$ cat src/rtl/cpu_pkg.sv
// Shared core types and constants.
// Used by the fetch stage and its prefetch queue.
package cpu_pkg;

   localparam int XLEN = 32;

   localparam logic [XLEN-1:0] INSN_NOP = 32'h0000_0013;

   typedef struct packed {
      logic [XLEN-1:0] pc;
      logic [XLEN-1:0] data;
      logic            filled;
   } fetch_entry_t;

   // Counter width able to hold 0 .. 2*depth.
   function automatic int cnt_width(input int depth);
      return $clog2(2 * depth + 1);
   endfunction

endpackage

$ cat src/rtl/fetch_queue.sv
// Reservation ring between instruction memory and decode.
// Reserve at tail, fill oldest unfilled, pop head, flush all.
module fetch_queue
   import cpu_pkg::*;
#(
   parameter int DEPTH = 4
) (
   input  logic            clk,
   input  logic            rst,
   input  logic            flush,
   input  logic            push,
   input  logic [XLEN-1:0] push_pc,
   input  logic            fill,
   input  logic [XLEN-1:0] fill_data,
   input  logic            pop,
   output logic            full,
   output logic            head_valid,
   output logic [XLEN-1:0] head_pc,
   output logic [XLEN-1:0] head_data
);

   localparam int AW = $clog2(DEPTH);
   localparam logic [AW:0] ONE = (AW+1)'(1);
   localparam logic [AW:0] CAP = (AW+1)'(DEPTH);

   fetch_entry_t ring [DEPTH];

   logic [AW:0] head;
   logic [AW:0] tail;
   logic [AW:0] fptr;
   logic [AW:0] used;
   logic        fill_ok;

   assign used    = tail - head;
   assign full    = (used == CAP);
   assign fill_ok = fill && (fptr != tail);

   assign head_valid = (head != tail)
                    && ring[head[AW-1:0]].filled;
   assign head_pc    = ring[head[AW-1:0]].pc;
   assign head_data  = ring[head[AW-1:0]].data;

   // Ring storage and pointers; a flush drops every entry.
   always_ff @(posedge clk) begin
      if (rst || flush) begin
         head <= '0;
         tail <= '0;
         fptr <= '0;
         for (int i = 0; i < DEPTH; i++) begin
            ring[i] <= '0;
         end
      end else begin
         if (push) begin
            ring[tail[AW-1:0]].pc     <= push_pc;
            ring[tail[AW-1:0]].data   <= '0;
            ring[tail[AW-1:0]].filled <= 1'b0;
            tail <= tail + ONE;
         end
         if (fill_ok) begin
            ring[fptr[AW-1:0]].data   <= fill_data;
            ring[fptr[AW-1:0]].filled <= 1'b1;
            fptr <= fptr + ONE;
         end
         if (pop) begin
            head <= head + ONE;
         end
      end
   end

endmodule

$ cat src/rtl/fetch_unit.sv
// Instruction fetch stage: PC, request credits and squash
// accounting around the reservation-based prefetch queue.
module fetch_unit
   import cpu_pkg::*;
#(
   parameter int              DEPTH    = 4,
   parameter logic [XLEN-1:0] RESET_PC = 32'h0000_0000
) (
   input  logic            clk,
   input  logic            rst,
   input  logic            redirect_valid,
   input  logic [XLEN-1:0] redirect_pc,
   output logic            imem_req_valid,
   output logic [XLEN-1:0] imem_req_addr,
   input  logic            imem_req_ready,
   input  logic            imem_rsp_valid,
   input  logic [XLEN-1:0] imem_rsp_data,
   output logic            ins_valid,
   output logic [XLEN-1:0] ins_out,
   output logic [XLEN-1:0] ins_pc,
   input  logic            ins_ready
);

   localparam int            CW      = cnt_width(DEPTH);
   localparam logic [CW-1:0] MAX_OUT = CW'(2 * DEPTH);
   localparam logic [CW-1:0] C_ONE   = CW'(1);

   logic [XLEN-1:0] fetch_pc;
   logic [XLEN-1:0] target_pc;
   logic [CW-1:0]   inflight;
   logic [CW-1:0]   inflight_nxt;
   logic [CW-1:0]   drop_cnt;
   logic            warm;
   logic            full;
   logic            fire;
   logic            pop;
   logic            push;
   logic            fill;

   assign target_pc = redirect_pc & ~32'h3;

   assign imem_req_valid = !rst && warm && !full
                        && (inflight < MAX_OUT);
   assign imem_req_addr  = fetch_pc;

   assign fire = imem_req_valid && imem_req_ready;
   assign pop  = ins_valid && ins_ready;
   assign push = fire && !redirect_valid;
   assign fill = imem_rsp_valid && (drop_cnt == '0)
              && !redirect_valid;

   assign inflight_nxt = inflight + CW'(fire)
                       - CW'(imem_rsp_valid);

   fetch_queue #(
      .DEPTH(DEPTH)
   ) u_queue (
      .clk        (clk),
      .rst        (rst),
      .flush      (redirect_valid),
      .push       (push),
      .push_pc    (fetch_pc),
      .fill       (fill),
      .fill_data  (imem_rsp_data),
      .pop        (pop),
      .full       (full),
      .head_valid (ins_valid),
      .head_pc    (ins_pc),
      .head_data  (ins_out)
   );

   // PC, outstanding count and squash count. On redirect every
   // response still owed by memory is old-path, including ones
   // already marked for dropping, so drop_cnt becomes inflight.
   always_ff @(posedge clk) begin
      if (rst) begin
         fetch_pc <= RESET_PC;
         inflight <= '0;
         drop_cnt <= '0;
         warm     <= 1'b0;
      end else begin
         warm     <= 1'b1;
         inflight <= inflight_nxt;
         if (redirect_valid) begin
            fetch_pc <= target_pc;
            drop_cnt <= inflight_nxt;
         end else begin
            if (fire) begin
               fetch_pc <= fetch_pc + 32'd4;
            end
            if (imem_rsp_valid && (drop_cnt != '0)) begin
               drop_cnt <= drop_cnt - C_ONE;
            end
         end
      end
   end

endmodule

$ cat config.mk
export PLATFORM = sky130hd
export DESIGN_NAME = fetch_unit
export DESIGN_NICKNAME = d
export VERILOG_FILES = /design/src/rtl/cpu_pkg.sv /design/src/rtl/fetch_queue.sv /design/src/rtl/fetch_unit.sv
export SDC_FILE = /design/constraint.sdc
export NUM_CORES = 1
export LEC_CHECK = 0
export CAP_MARGIN = 20
export CORE_UTILIZATION = 50
export DETAILED_ROUTE_END_ITERATION = 7
export GPL_ROUTABILITY_DRIVEN = 0
export GPL_TIMING_DRIVEN = 0
export PLACE_DENSITY_LB_ADDON = 0.05
export RECOVER_POWER = 50
export SLEW_MARGIN = 20
export SYNTH_ARGS = -nofsm -noshare
export SYNTH_HDL_FRONTEND = slang
export SYNTH_SLANG_ARGS = --single-unit
$ cat constraint.sdc
create_clock -name clk -period 5.2 [get_ports clk]
set_input_delay 1.04 -clock clk [delete_from_list [all_inputs] [get_ports clk]]
set_output_delay 1.04 -clock clk [all_outputs]
set_load 0.02 [all_outputs]
# Yosys cells after proc, flatten, opt, wreduce, memory -nomap -nowiden
# Memories as Yosys holds them, arrays and structs flattened. A register that Yosys moved wholly into a read port is not among the register bits.
# Index checks and enable logic that the tools add are counted.
# op_classes
n_addsub	8
order_cmp	1
eq_ne	3
mux	21
reduce_logical	22
# ops
cell	n
2-to-1 mux 65 bit	2
OR reduction 65 bit	2
2-to-1 mux 32 bit	2
adder 32 x 3 -> 32 bit, second input constant	1
logical AND 1 bit	11
2-to-1 mux 1 bit	10
2-to-1 mux 2 bit	5
adder 3 x 1 -> 3 bit, second input constant	3
2-to-1 mux 4 bit	2
inequality test 3 bit	2
adder 4 x 1 -> 4 bit	1
zero test 4 bit	1
less-than comparator 4 bit, second input constant	1
nonzero test 2 bit	2
nonzero test 4 bit	1
subtractor 4 x 1 -> 4 bit	1
subtractor 4 x 1 -> 4 bit, second input constant	1
== test 3 bit, second input constant	1
zero test 1 bit	3
subtractor 3 bit	1
OR reduction 2 bit	1
logical OR 1 bit	1
# word_totals
ff_bits	50
mem_bits_rw	260
output_inout_bits	98
mem_count	1
# memory_table
memory	words	width	read_ports	rd_ports_with_merged_regs	write_ports	line_no	text
u_queue.ring	4	65	1	1	4	fetch_queue.sv:26	fetch_entry_t ring [DEPTH];

# Depth between registers and ports, before layout
# logic_depth
word_depth	12
depth_mapped	16

# By module
# Synthesis repeated with hierarchy kept, for this count alone.
# unflattened
cells_unflattened	1030
area_unflattened_um2	14335.0
# modules_own_cells
module	n_inst	cells_per_inst	area_each_um2	seq_area_each_um2
fetch_queue	1	733	11920.2	7987.7
fetch_unit	1	297	2414.8	780.7

# Worst setup path before layout
# OpenSTA, ideal clock, no wires.
# synth_path
path_type	input -> register
startpoint	input imem_rsp_valid
endpoint	memory u_queue.ring[0][10] in the netlist's numbering, enable pin
arrival_time_ps	2815
path_slack_ps	1991
cell_stages	6
path_cell_list	nor2b_1 > o311ai_2 > nor2_2 > clkbuf_1 > and2_1 > nand2b_1
# synth_lines
item	line_no	text
start: declaration	fetch_unit.sv:16	input logic imem_rsp_valid,
end: declaration	fetch_queue.sv:26	

==> results.cfg <==
[worst_hold_path]
min-delay-start = u_queue.ring[1][0]$_SDFFE_PP1P_
worstHoldPathType = flop to flop

[timing]
whs_ns = 0.4538
finalHoldViolCount = 0
final.setup.tns_ns = 0
skew_ns = 0.009756
fmax_mhz = 222.6
period_share = 0.8640
relSlewSlack = -0.2432
finalWorstPathRequiredPeriod_ns = 4.493
finalSetupViolCount = 0
worst_slew_pin_slew_ns = 1.865
rsz0062_at_grt = false
maxSlewViolCount = 28

[setup_path]
critPathRequiredTime_ns = 5.28
end_kind = flop
critPathLaunch = rst
cp_common_cell = clkbuf_1
r2r_start = u_queue.tail[0]$_SDFFE_PP0N_
critPathArrivalTime_ns = 4.58
crit_path_start_kind = input port
worstPathMaxFanout = 27
max_stage_delay_ns = 1.37
cp_slowest_cell = clkbuf_1
path_cells = dlygate4sd3_1, clkbuf_1, nor2_1, nand2_1, a21oi_1, a31oi_1, inv_1, clkbuf_1
critPathKind = input port to flop

[clock_network]
cts_resized = 0
ctsHoldBuffers = 0
cts-buffers-inserted = 34
cts_tree = yes
post-cts-setup-buffer-count = 0
htree_levels = 2
clock_latency_ns = 0.50
path_clk_slew_ns = 0.06
clkSinkCount = 302
root_buffer = clkbuf_16
clock_path_buffers = 3

[grt]
grtUsageMet3 = 0.03291
grt-ovfl-total = 0
grt_pass1_vias = 9033
grt_pass1_wl_mm = 51.87
grt.met1_usage = 0.3554
grtUsageMet2 = 0.3868
grt_max_degree = 31
track_usage = 0.2448
antenna_found_initial = 0
grt_most_used_layer = met2

[placed_design]
dpl_cell_area_um2 = 16040
place.port_buffers = 161
hpwl_mm = 22.57

[synthesis]
synth.avg_cell_area_um2 = 13.96
ys_seq_area_frac = 0.6171
synth_edf_count = 248
ys_types = 61
yosysWarnings = 0
yosys.area.top_type = edfxtp_1
synth_top_area_share = 0.5389
synth-seq-cells = 302
ys.flop_type = edfxtp_1
synth_area_leaders = edfxtp_1, mux4_2, dfxtp_1, and2_1, and3_1
postSynthCellCount = 990
async_flop_share = 0
synth_common_cells = edfxtp_1, and2_1, and3_1, mux4_2, dfxtp_1
yosysMostFrequentCell = edfxtp_1
syn_area_um2 = 13820

[run_status]
violations = capacitance limit, slew limit
status = complete, but fails checks

[detailed_routing]
drt_iter0_drc = 674
dr_total_vias = 8986
ant_nets = 0
wl_mm = 33.93
drt_pass1_iterations = 5
wire_per_inst_um = 21.71
drcViolationCount = 0
avgViaCountPerCell = 5.749

[cells_and_area]
design_area_um2 = 17110
final_util = 0.6329
antennaDiodeCount = 0
drive_above_1_share = 0.1195
n_fill_cell = 2097
seq_area_um2 = 8528
layout-area-overhead-vs-synth_pct = 23.78
layout.nets = 1282
multiInputGateArea_um2 = 4860

[floorplan]
io_pins = 168
fp.dieH_um = 168.3
core_area_um2 = 27030
start_util = 0.5113
die-area_um2 = 28310
die_w_um = 168.3
num_rows = 60

[job]
maxCapViolations = 1

[power_and_ir_drop]
ir_drop_mv = 0.1941
power.leakage_nw = 6.696
pwr-share-seq = 0.487
power_switching_mw = 1.307
p_clk_frac = 0.420
p_comb_frac = 0.093
power_density_nw_per_um2 = 338.0
swShare = 0.2260
internal_power_mw = 4.475
[cells in the final DEF (no fill, tap or decap), types with 16 or more instances in the layout]
cell type,synthesis,routed
clkbuf_1,52,66
dfxtp_1,54,54
and2_1,155,113
edfxtp_1,248,248
nand2_1,35,35
clkbuf_16,0,35
dlygate4sd3_1,0,33
nand3_1,16,16
and2_0,1,43
mux4_2,63,63
inv_1,19,20
and3_1,104,104
nor2_1,45,46
clkdlybuf4s50_1,0,128
[metal layers]
layer,wire length (µm),up-vias,part of all wire
li1,-,4145,-
met1,15170,4489,0.45
met2,15950,298,0.47
met3,2036,54,0.060
met4,779,0,0.023
met5,0,-,0
[critical path: cells and delay by family]
kind,cells,cell delay (ns)
AND/OR/NAND/NOR,2,0.40
buffers and inverters,4,2.57
AO/OA/AOI/OAI,2,0.52
[flip-flops by register name (all words and copies together), names as in the netlist, named ones only]
register	flops
u_queue.ring	252
warm	1
imem_req_addr	30
u_queue.fptr	3
inflight	4
drop_cnt	4
u_queue.head	3
u_queue.tail	3
[path summary, 6_finish.rpt]
kind              cells after the start  slack [ns]                               to
setup / recovery                      8        0.71    u_queue.ring[3][58]$_DFFE_PP_
hold / removal                        1        0.45  u_queue.ring[1][0]$_SDFFE_PP1P_
setup reg to reg                      8        1.36    u_queue.ring[3][58]$_DFFE_PP_
hold reg to reg                       1        0.45  u_queue.ring[1][0]$_SDFFE_PP1P_
[power groups by stage]
stage / combinational [mW] / clock (mW) / sequential (mW)
3_3_place_gp: 0.535 / 0 / 2.86
2_1_floorplan: 0.292 / 0 / 2.86
3_5_place_dp: 0.556 / 0 / 2.86
5_1_grt: 0.585 / 2.54 / 2.83
6_report: 0.540 / 2.43 / 2.81
4_1_cts: 0.559 / 2.46 / 2.81
[metrics by stage]
step	setup slack, ns	cells	power (mW)
final	0.7074	1563	5.782
after floorplan	1.991	993	3.148
after global placement	0.3562	1495	3.399
after detailed placement	1.079	1502	3.421
after global routing	0.4954	1563	5.954
after CTS	0.9457	1563	5.830
[area by class of cell]
class	instances	area share
Multi-Input combinational cell	595	0.2841
Clock inverter	15	0.01053
Inverter	21	0.004608
Sequential cell	302	0.4986
Timing Repair Buffer	168	0.1028
Buffer	75	0.01851
Clock buffer	46	0.05596
Tap cell	341	0.02494
[kinds of logic after synthesis]
logic type / after synthesis / share of synthesized area
and+or+nand+nor: 405 / 0.1696
xor gates and xnor gates: 28 / 0.01938
other: 1 / 0.0002714
buffers and inverters: 96 / 0.02997
AOI/OAI and AO/OA: 78 / 0.04545
muxes: 65 / 0.1041
DFF: 302 / 0.6171
adders and majority gates: 15 / 0.01412
No activity file was read; power rests on OpenSTA's default activity.
